**config.mk**
```make
export PLATFORM = sky130hd
export DESIGN_NAME = input_conditioner
export DESIGN_NICKNAME = d
export VERILOG_FILES = /design/src/rtl/input_conditioner_pkg.sv /design/src/rtl/input_conditioner_debounce_bit.sv /design/src/rtl/input_conditioner.sv
export SDC_FILE = /design/constraint.sdc
export NUM_CORES = 1
export LEC_CHECK = 0
export BUFFER_PORTS_ARGS = -buffer_cell sky130_fd_sc_hd__buf_2
export CORE_MARGIN = 1
export CORE_UTILIZATION = 55
export CTS_CLUSTER_SIZE = 24
export DETAILED_ROUTE_END_ITERATION = 10
export PLACE_DENSITY = 0.84
export REMOVE_ABC_BUFFERS = 1
export SYNTH_ARGS = -nofsm -noshare
export SYNTH_HDL_FRONTEND = slang
export SYNTH_SLANG_ARGS = --single-unit
```
**constraint.sdc**
```tcl
create_clock -name clk_i -period 3.29 [get_ports clk_i]
set_input_delay 0.329 -clock clk_i [delete_from_list [all_inputs] [get_ports clk_i]]
set_output_delay 0.329 -clock clk_i [all_outputs]
set_load 0.01 [all_outputs]
```
**src/rtl/input_conditioner_pkg.sv**
```systemverilog
// Shared constants for the external-input conditioner: ex_data_o source modes and
// the debounce counter sizing helper.
package input_cond_pkg;

    localparam int EDGE_LEVEL = 0;
    localparam int EDGE_RISE  = 1;
    localparam int EDGE_FALL  = 2;
    localparam int EDGE_BOTH  = 3;

    // One spare bit above what StableSamples-1 needs, so the compare never sees a wrap.
    function automatic int cnt_width(input int stable_samples);
        return $clog2(stable_samples) + 1;
    endfunction

endpackage

```
**src/rtl/input_conditioner_debounce_bit.sv**
```systemverilog
// Single-bit conditioner: synchroniser chain, sample-qualified debounce counter,
// debounced level and registered rise/fall pulses.
module debounce_bit
    import input_cond_pkg::*;
#(
    parameter int   SyncStages    = 2,
    parameter int   StableSamples = 4,
    parameter logic ResetLevel    = 1'b0
) (
    input  logic clk_i,
    input  logic reset_i,
    input  logic raw_i,
    input  logic tick_i,
    output logic level_o,
    output logic rise_o,
    output logic fall_o,
    output logic level_next_o,
    output logic rise_next_o,
    output logic fall_next_o
);

    localparam int CntWidth = cnt_width(StableSamples);
    localparam logic [CntWidth-1:0] CntLast = CntWidth'(StableSamples - 1);

    logic [SyncStages-1:0] sync_q;
    logic                  sync;
    logic [CntWidth-1:0]   cnt_q;
    logic [CntWidth-1:0]   cnt_d;
    logic                  level_d;
    logic                  rise_d;
    logic                  fall_d;

    assign sync = sync_q[SyncStages-1];

    always_ff @(posedge clk_i or posedge reset_i) begin
        if (reset_i) begin
            sync_q <= {SyncStages{ResetLevel}};
        end else begin
            sync_q <= {sync_q[SyncStages-2:0], raw_i};
        end
    end

    // Any sample that agrees with the current level restarts the run.
    always_comb begin
        cnt_d   = cnt_q;
        level_d = level_o;
        rise_d  = 1'b0;
        fall_d  = 1'b0;
        if (tick_i) begin
            if (sync == level_o) begin
                cnt_d = '0;
            end else if (cnt_q == CntLast) begin
                level_d = sync;
                rise_d  = sync;
                fall_d  = ~sync;
                cnt_d   = '0;
            end else begin
                cnt_d = cnt_q + 1'b1;
            end
        end
    end

    always_ff @(posedge clk_i or posedge reset_i) begin
        if (reset_i) begin
            cnt_q   <= '0;
            level_o <= ResetLevel;
            rise_o  <= 1'b0;
            fall_o  <= 1'b0;
        end else begin
            cnt_q   <= cnt_d;
            level_o <= level_d;
            rise_o  <= rise_d;
            fall_o  <= fall_d;
        end
    end

    assign level_next_o = level_d;
    assign rise_next_o  = rise_d;
    assign fall_next_o  = fall_d;

endmodule

```
**src/rtl/input_conditioner.sv**
```systemverilog
// External-input conditioner: shared sample prescaler, per-bit debounce and the
// registered ex_data_o selector feeding the I/O peripheral.
module input_conditioner
    import input_cond_pkg::*;
#(
    parameter int data_width    = 8,
    parameter int SyncStages    = 2,
    parameter int TickDivider   = 1000,
    parameter int StableSamples = 4,
    parameter int EdgeMode      = 1,
    parameter logic [data_width-1:0] ResetLevel = '0
) (
    input  logic                  clk_i,
    input  logic                  reset_i,
    input  logic [data_width-1:0] raw_i,
    output logic [data_width-1:0] level_o,
    output logic [data_width-1:0] rise_o,
    output logic [data_width-1:0] fall_o,
    output logic [data_width-1:0] ex_data_o
);

    if (SyncStages < 2) begin : g_bad_sync
        $fatal(1, "input_conditioner: SyncStages must be >= 2");
    end
    if (TickDivider < 1) begin : g_bad_div
        $fatal(1, "input_conditioner: TickDivider must be >= 1");
    end
    if (StableSamples < 1) begin : g_bad_stable
        $fatal(1, "input_conditioner: StableSamples must be >= 1");
    end
    if (EdgeMode < EDGE_LEVEL || EdgeMode > EDGE_BOTH) begin : g_bad_mode
        $fatal(1, "input_conditioner: EdgeMode must be 0..3");
    end

    localparam int PreWidth = (TickDivider > 1) ? $clog2(TickDivider) : 1;
    localparam logic [PreWidth-1:0] PreLast = PreWidth'(TickDivider - 1);
    localparam logic [data_width-1:0] ExReset = (EdgeMode == EDGE_LEVEL) ? ResetLevel : '0;

    logic [PreWidth-1:0]   pre_q;
    logic                  tick;
    logic [data_width-1:0] level_next;
    logic [data_width-1:0] rise_next;
    logic [data_width-1:0] fall_next;
    logic [data_width-1:0] ex_d;

    // With TickDivider=1 the counter is pinned at zero and tick stays high.
    assign tick = (pre_q == PreLast);

    always_ff @(posedge clk_i or posedge reset_i) begin
        if (reset_i) begin
            pre_q <= '0;
        end else if (tick) begin
            pre_q <= '0;
        end else begin
            pre_q <= pre_q + 1'b1;
        end
    end

    for (genvar b = 0; b < data_width; b++) begin : g_bit
        debounce_bit #(
            .SyncStages    (SyncStages),
            .StableSamples (StableSamples),
            .ResetLevel    (ResetLevel[b])
        ) u_debounce (
            .clk_i        (clk_i),
            .reset_i      (reset_i),
            .raw_i        (raw_i[b]),
            .tick_i       (tick),
            .level_o      (level_o[b]),
            .rise_o       (rise_o[b]),
            .fall_o       (fall_o[b]),
            .level_next_o (level_next[b]),
            .rise_next_o  (rise_next[b]),
            .fall_next_o  (fall_next[b])
        );
    end

    // Selecting from next-state values keeps ex_data_o aligned with level/rise/fall.
    always_comb begin
        ex_d = '0;
        case (EdgeMode)
            EDGE_LEVEL: ex_d = level_next;
            EDGE_RISE:  ex_d = rise_next;
            EDGE_FALL:  ex_d = fall_next;
            default:    ex_d = rise_next | fall_next;
        endcase
    end

    always_ff @(posedge clk_i or posedge reset_i) begin
        if (reset_i) begin
            ex_data_o <= ExReset;
        end else begin
            ex_data_o <= ex_d;
        end
    end

endmodule

```
==> results.sh, run 1 <==
export IMPL_vias=2016
export IMPL_crit_arrival_ns=2.37
export IMPL_grt_use_met3=0.0506
export IMPL_ys_ff_latch=74
export IMPL_die_w_um=80.9
export IMPL_fin_cells=369
export IMPL_gp_congestion=0.779
export IMPL_ctsResizeCount=0
export IMPL_clk_pin_slew_ns=0.08
export IMPL_drc_errors=0
export IMPL_cp_required_ns=3.52
export IMPL_synth_seq_area_share=0.540
export IMPL_overflow=0
export IMPL_critPathMaxFanout=20
export IMPL_fin_util=0.611
export IMPL_clockBufferDepth=2
export IMPL_final_min_clock_period_ns=2.14
export IMPL_clk_latency_ns=0.34
export IMPL_cts_sinks=74
export IMPL_drtAntennaViolNets=0
export IMPL_maxSlewHeadroom=0.508
export IMPL_synth_cell_types=39
export IMPL_status="finished clean"
export IMPL_dp_cells=353
export IMPL_n_antenna_cell=0
export IMPL_grt_pass1_wl_um=9220
export IMPL_post_synth_top_count_cell="dfrtp_1"
export IMPL_fillCellCount=468
export IMPL_start_util=0.575
export IMPL_antenna_found_initial=0
export IMPL_powerDensity_nw_per_um2=455
export IMPL_syn_inst=275
export IMPL_grt_max_degree=30
export IMPL_ctsHoldBuffers=0
export IMPL_io_pins=42
export IMPL_grt_busiest_layer="met2"
export IMPL_hold_viol_final=0
export IMPL_setup_slack_ns=1.15
export IMPL_tritoncts="done"
export IMPL_post_synth_instance_area_sq_um=3430
export IMPL_dr_first_iter_drc_count=112
export IMPL_synth_area_leader_cell="dfrtp_1"
export IMPL_root_buffer="clkbuf_8"
export IMPL_end_kind="register"
export IMPL_finClkSkew_ns=0.0126
export IMPL_timing_fmax_ghz=0.468
export IMPL_drv_slew=0
export IMPL_yosys_top_cells_count="dfrtp_1 (74), buf_4 (32), mux2_4 (16)"
export IMPL_viasPerCell=5.46
export IMPL_dp_hpwl_um=3660
export IMPL_synth_edf_count=0
export IMPL_p_leak_nw=1.84
export IMPL_io_buffers=41
export IMPL_htreeDepth=3
export IMPL_start_kind="register"
export IMPL_crit_type="reg -> reg"
export IMPL_setup_tns_final_ns=0
export IMPL_dpl_worst_slack_ns=1.14
export IMPL_coreArea_sq_um=5960
export IMPL_layout_nets=308
export IMPL_synthTopCellsByArea="dfrtp_1 (54%), buf_4 (7.0%), mux2_4 (7.0%)"
export IMPL_routed_wl_um=5410
export IMPL_synth_avg_cell_area_sq_um=12.5
export IMPL_worstMarginPinSlew_ns=0.737
export IMPL_rsz0062_at_grt="false"
export IMPL_die_h_um=80.9
export IMPL_worstHoldPathType="in -> async"
export IMPL_drive_above_1_share=0.303
export IMPL_cts_buffers_inserted=9
export IMPL_irDropWorstVdd_mv=0.209
export IMPL_dieArea_sq_um=6550
export IMPL_cap_violations=0
export IMPL_row_count=28
export IMPL_setup_viol=0
export IMPL_track_usage=0.193
export IMPL_synth_async_reset_ratio=1.00
export IMPL_ys_flop_type="dfrtp_1"
export IMPL_grt_use_met2=0.318
export IMPL_finalPower_mw=1.65
export IMPL_area_growth_pct=6.13
export IMPL_grt_pass1_vias=2001
export IMPL_ys_warn_count=0
export IMPL_netlist_area_leader_share=0.540
export IMPL_grt_util_met1=0.230
export IMPL_min_period_over_period=0.649
export IMPL_postCtsSetupBuffers=0
export IMPL_drt_first_pass_iters=4
export IMPL_routedWlPerCell_um=14.7
[registers in the layout (all words and copies together), names as in the netlist]
name / flops
pre_q: 10
ex_data_o: 8
g_bit.u_debounce.sync_q: 16
g_bit.u_debounce.cnt_q: 24
g_bit.u_debounce.fall_o: 8
g_bit.u_debounce.level_o: 8
[power breakdown]
part           leakage [nW]  internal (mW)  switching, mW
clock network         0.103          0.368          0.321
registers             0.983          0.919        0.00726
logic                 0.753         0.0116         0.0257
total                  1.84           1.30          0.354
[cell usage in the layout, fill, tap and decap left out, types with 2 or more instances in the layout]
cell      netlist  final
a21oi_1         2      2
a31o_2          3      3
and2_1          2      2
and3_1          2      2
buf_2           4     41
buf_4          32      2
clkbuf_8        0     10
clkinv_2        0      3
dfrtp_1        74     74
ha_1            9      9
inv_1           8      7
mux2_2          8      8
mux2_4         16     16
nand2_1         4      4
nand2b_1        5      5
nand3_1         4      4
nand4_1        10     10
nor2_1         10     10
nor2b_1        13     13
nor3_1          8      8
nor3b_1         7      7
nor4_1          5      5
nor4b_1         5      5
nor4bb_1        4      4
o21a_1          8      8
o21ai_0         4      4
or3_1           3      3
xnor2_1         9      9
xor2_1          2      2
[worst max-delay path, stage by stage, from the launching register on]
cell and delay (ns):
dfrtp_1 0.39, ha_1 0.26, and4bb_1 0.52, and3_4 0.52, mux2_4 0.34
[layout make-up]
cell class                 instances  area, sq um  share of cell area
tap                               75         93.8              0.0258
clock buffer                      11          141              0.0389
clock inverter                     5         53.8              0.0148
multi-input combinational        153         1250               0.343
timing repair buffer              43          220              0.0605
sequential                        74         1850               0.509
inverter                           8         30.0             0.00826
[worst paths after layout]
| check | from | endpoint | slack, ns | cells past startpoint |
|---|---|---|---|---|
| min reg2reg | g_bit[0].u_debounce.sync_q[0]$_DFF_PP0_ | g_bit[0].u_debounce.sync_q[1]$_DFF_PP0_ | 0.35 | 0 |
| max in group asynchronous | reset_i | g_bit[6].u_debounce.sync_q[0]$_DFF_PP0_ | 2.54 | 3 |
| max reg2reg | pre_q[0]$_DFF_PP0_ | g_bit[0].u_debounce.cnt_q[1]$_DFFE_PP0N_ | 1.15 | 4 |
| min in group clk_i | raw_i[5] | g_bit[5].u_debounce.sync_q[0]$_DFF_PP0_ | 0.09 | 1 |
| max | pre_q[0]$_DFF_PP0_ | g_bit[0].u_debounce.cnt_q[1]$_DFFE_PP0N_ | 1.15 | 4 |
| min | reset_i | g_bit[1].u_debounce.fall_o$_DFF_PP0_ | 0.003 | 2 |
[per-stage QoR]
step	hold slack [ns]	area, sq um
floorplan	0.331	3130
global placement	0.333	3440
detailed placement	0.336	3440
CTS	0.0141	3640
global route	0.0380	3640
finish	0.00285	3640
[logic make-up (layout without fill, tap and decap cells)]
family | Yosys count | count (layout) | share of synthesized area
mux | 24 | 24 | 0.0964
compound gates | 19 | 19 | 0.0391
xor+xnor | 11 | 11 | 0.0281
buf+inv | 48 | 67 | 0.0960
fa+ha+maj | 9 | 9 | 0.0329
flops | 74 | 74 | 0.540
simple gates | 90 | 90 | 0.167
[layer usage]
metal  vias up  routed length, um
li1        966                  -
met1      1000               2350
met2        40               2750
met3        10                191
met4         0                117
met5         -                  0
(Power assumes the default switching activity.)
==> run 2: changes to the inputs <==
clock period = 2.1 ns   (was 3.29 ns; I/O delays follow)
==> results.sh, run 2 (same netlist as run 1, synthesis figures left out) <==
export IMPL_rsz0062_at_grt="false"
export IMPL_gp_congestion=0.753
export IMPL_end_kind="register"
export IMPL_vias=2066
export IMPL_holdWs_ns=0.350
export IMPL_start_kind="register"
export IMPL_clk_pin_slew_ns=0.08
export IMPL_dieArea_sq_um=6550
export IMPL_setup_tns_final_ns=0
export IMPL_grt_pass1_wl_um=9700
export IMPL_viasPerCell=5.41
export IMPL_final_common_cell="dfrtp_1"
export IMPL_antenna_found_initial=0
export IMPL_n_antenna_cell=0
export IMPL_postCtsSetupBuffers=0
export IMPL_clockBufferDepth=2
export IMPL_maxSlewHeadroom=0.677
export IMPL_regMostFlops="g_bit.u_debounce.cnt_q"
export IMPL_htreeDepth=3
export IMPL_drv_slew=0
export IMPL_die_w_um=80.9
export IMPL_dpl_cell_area_sq_um=3470
export IMPL_powerDensity_nw_per_um2=726
export IMPL_cap_violations=0
export IMPL_cp_num_buf_inv=1
export IMPL_root_buffer="clkbuf_8"
export IMPL_p_leak_nw=1.91
export IMPL_cp_top_family="simple AND/OR/NAND/NOR gates"
export IMPL_setup_viol=0
export IMPL_layout_nets=321
export IMPL_area_growth_pct=10.6
export IMPL_cts_buffers_inserted=9
export IMPL_clk_latency_ns=0.35
export IMPL_io_pins=42
export IMPL_drtAntennaViolNets=0
export IMPL_dr_first_iter_drc_count=89
export IMPL_drt_first_pass_iters=4
export IMPL_finalPower_mw=2.75
export IMPL_dp_cells=357
export IMPL_crit_chain="ha_1 > and4bb_1 > buf_4 > nand3_1 > o21a_1"
export IMPL_drive_above_1_share=0.306
export IMPL_irDropWorstVdd_mv=0.464
export IMPL_row_count=28
export IMPL_largest_reg_flops=24
export IMPL_die_h_um=80.9
export IMPL_dp_hpwl_um=3730
export IMPL_r2r_slack_ns=0.22
export IMPL_design_area_sq_um=3790
export IMPL_crit_arrival_ns=2.12
export IMPL_final_min_clock_period_ns=1.88
export IMPL_coreArea_sq_um=5960
export IMPL_hold_viol_final=0
export IMPL_grt_max_degree=41
export IMPL_slowest_delay_ns=0.42
export IMPL_status="finished clean"
export IMPL_critPathMaxFanout=9
export IMPL_crit_type="reg -> reg"
export IMPL_grt_pass1_vias=2044
export IMPL_overflow=0
export IMPL_drc_errors=0
export IMPL_fin_cells=382
export IMPL_track_usage=0.204
export IMPL_crit_slowest_cell="dfrtp_1"
export IMPL_cp_required_ns=2.34
export IMPL_routed_wl_um=5780
export IMPL_finClkSkew_ns=0.00888
export IMPL_routedWlPerCell_um=15.1
export IMPL_tritoncts="done"
export IMPL_cts_sinks=74
export IMPL_io_buffers=41
export IMPL_timing_fmax_ghz=0.532
export IMPL_mostFrequentLayoutCells="dfrtp_1 (74), buf_2 (41), mux2_4 (16), nor2b_1 (13)"
export IMPL_start_util=0.575
export IMPL_min_period_over_period=0.895
export IMPL_reg_largest_list="g_bit.u_debounce.cnt_q x24, g_bit.u_debounce.sync_q x16, pre_q x10"
export IMPL_worstMarginPinSlew_ns=0.484
export IMPL_worstHoldPathType="reg -> reg"
==> run 2: stage by stage <==
stage               setup WS [ns]   util
floorplan                 0.00838      -
global placement            0.321  0.583
detailed placement          0.252  0.583
CTS                         0.232  0.636
global route                0.126  0.636
finish                      0.221  0.636
==> run 2: worst reg2reg max path, stage by stage, from the launching register on <==
cell and delay (ns):
dfrtp_1 0.42, ha_1 0.29, and4bb_1 0.24, buf_4 0.20, nand3_1 0.33, o21a_1 0.30
==> run 2: worst paths after layout <==
check / start / to / cells after the start
min: g_bit[7].u_debounce.sync_q[0]$_DFF_PP0_ / g_bit[7].u_debounce.sync_q[1]$_DFF_PP0_ / 0
max in group asynchronous: reset_i / g_bit[5].u_debounce.level_o$_DFFE_PP0P_ / 4
max: pre_q[0]$_DFF_PP0_ / g_bit[2].u_debounce.cnt_q[2]$_DFFE_PP0N_ / 5
min reg2reg: g_bit[7].u_debounce.sync_q[0]$_DFF_PP0_ / g_bit[7].u_debounce.sync_q[1]$_DFF_PP0_ / 0
min in group asynchronous: reset_i / g_bit[7].u_debounce.fall_o$_DFF_PP0_ / 4
max reg2reg: pre_q[0]$_DFF_PP0_ / g_bit[2].u_debounce.cnt_q[2]$_DFFE_PP0N_ / 5
==> run 2: repair_timing <==
action,in CTS,in global routing
hold endpoints to repair,82,0
resized for setup,0,0
hold buffers,9,0
==> run 2: per-layer routing <==
layer | wire (um) | up-vias | GRT usage | part of all wire
met5 | 0 | - | 0 | 0
met4 | 102 | 0 | 0.0964 | 0.018
met3 | 275 | 9 | 0.0629 | 0.048
met2 | 2830 | 51 | 0.305 | 0.49
met1 | 2570 | 1026 | 0.271 | 0.45
li1 | - | 980 | - | -
==> run 2: layout make-up <==
| class | instances | area (sq um) |
|---|---|---|
| clock buffers | 10 | 138 |
| clock inverters | 6 | 90.1 |
| fillers | 453 | 2170 |
| inverters | 8 | 30.0 |
| multi-input cells | 153 | 1250 |
| flip-flops and latches | 74 | 1850 |
| well taps | 75 | 93.8 |
| repair buffers | 56 | 340 |
==> run 2: where the power goes <==
group / switching (mW) / internal, mW / leakage, nW
registers: 0.0106 / 1.44 / 0.983
logic: 0.0436 / 0.0293 / 0.811
clock network: 0.528 / 0.703 / 0.112
total: 0.582 / 2.17 / 1.91
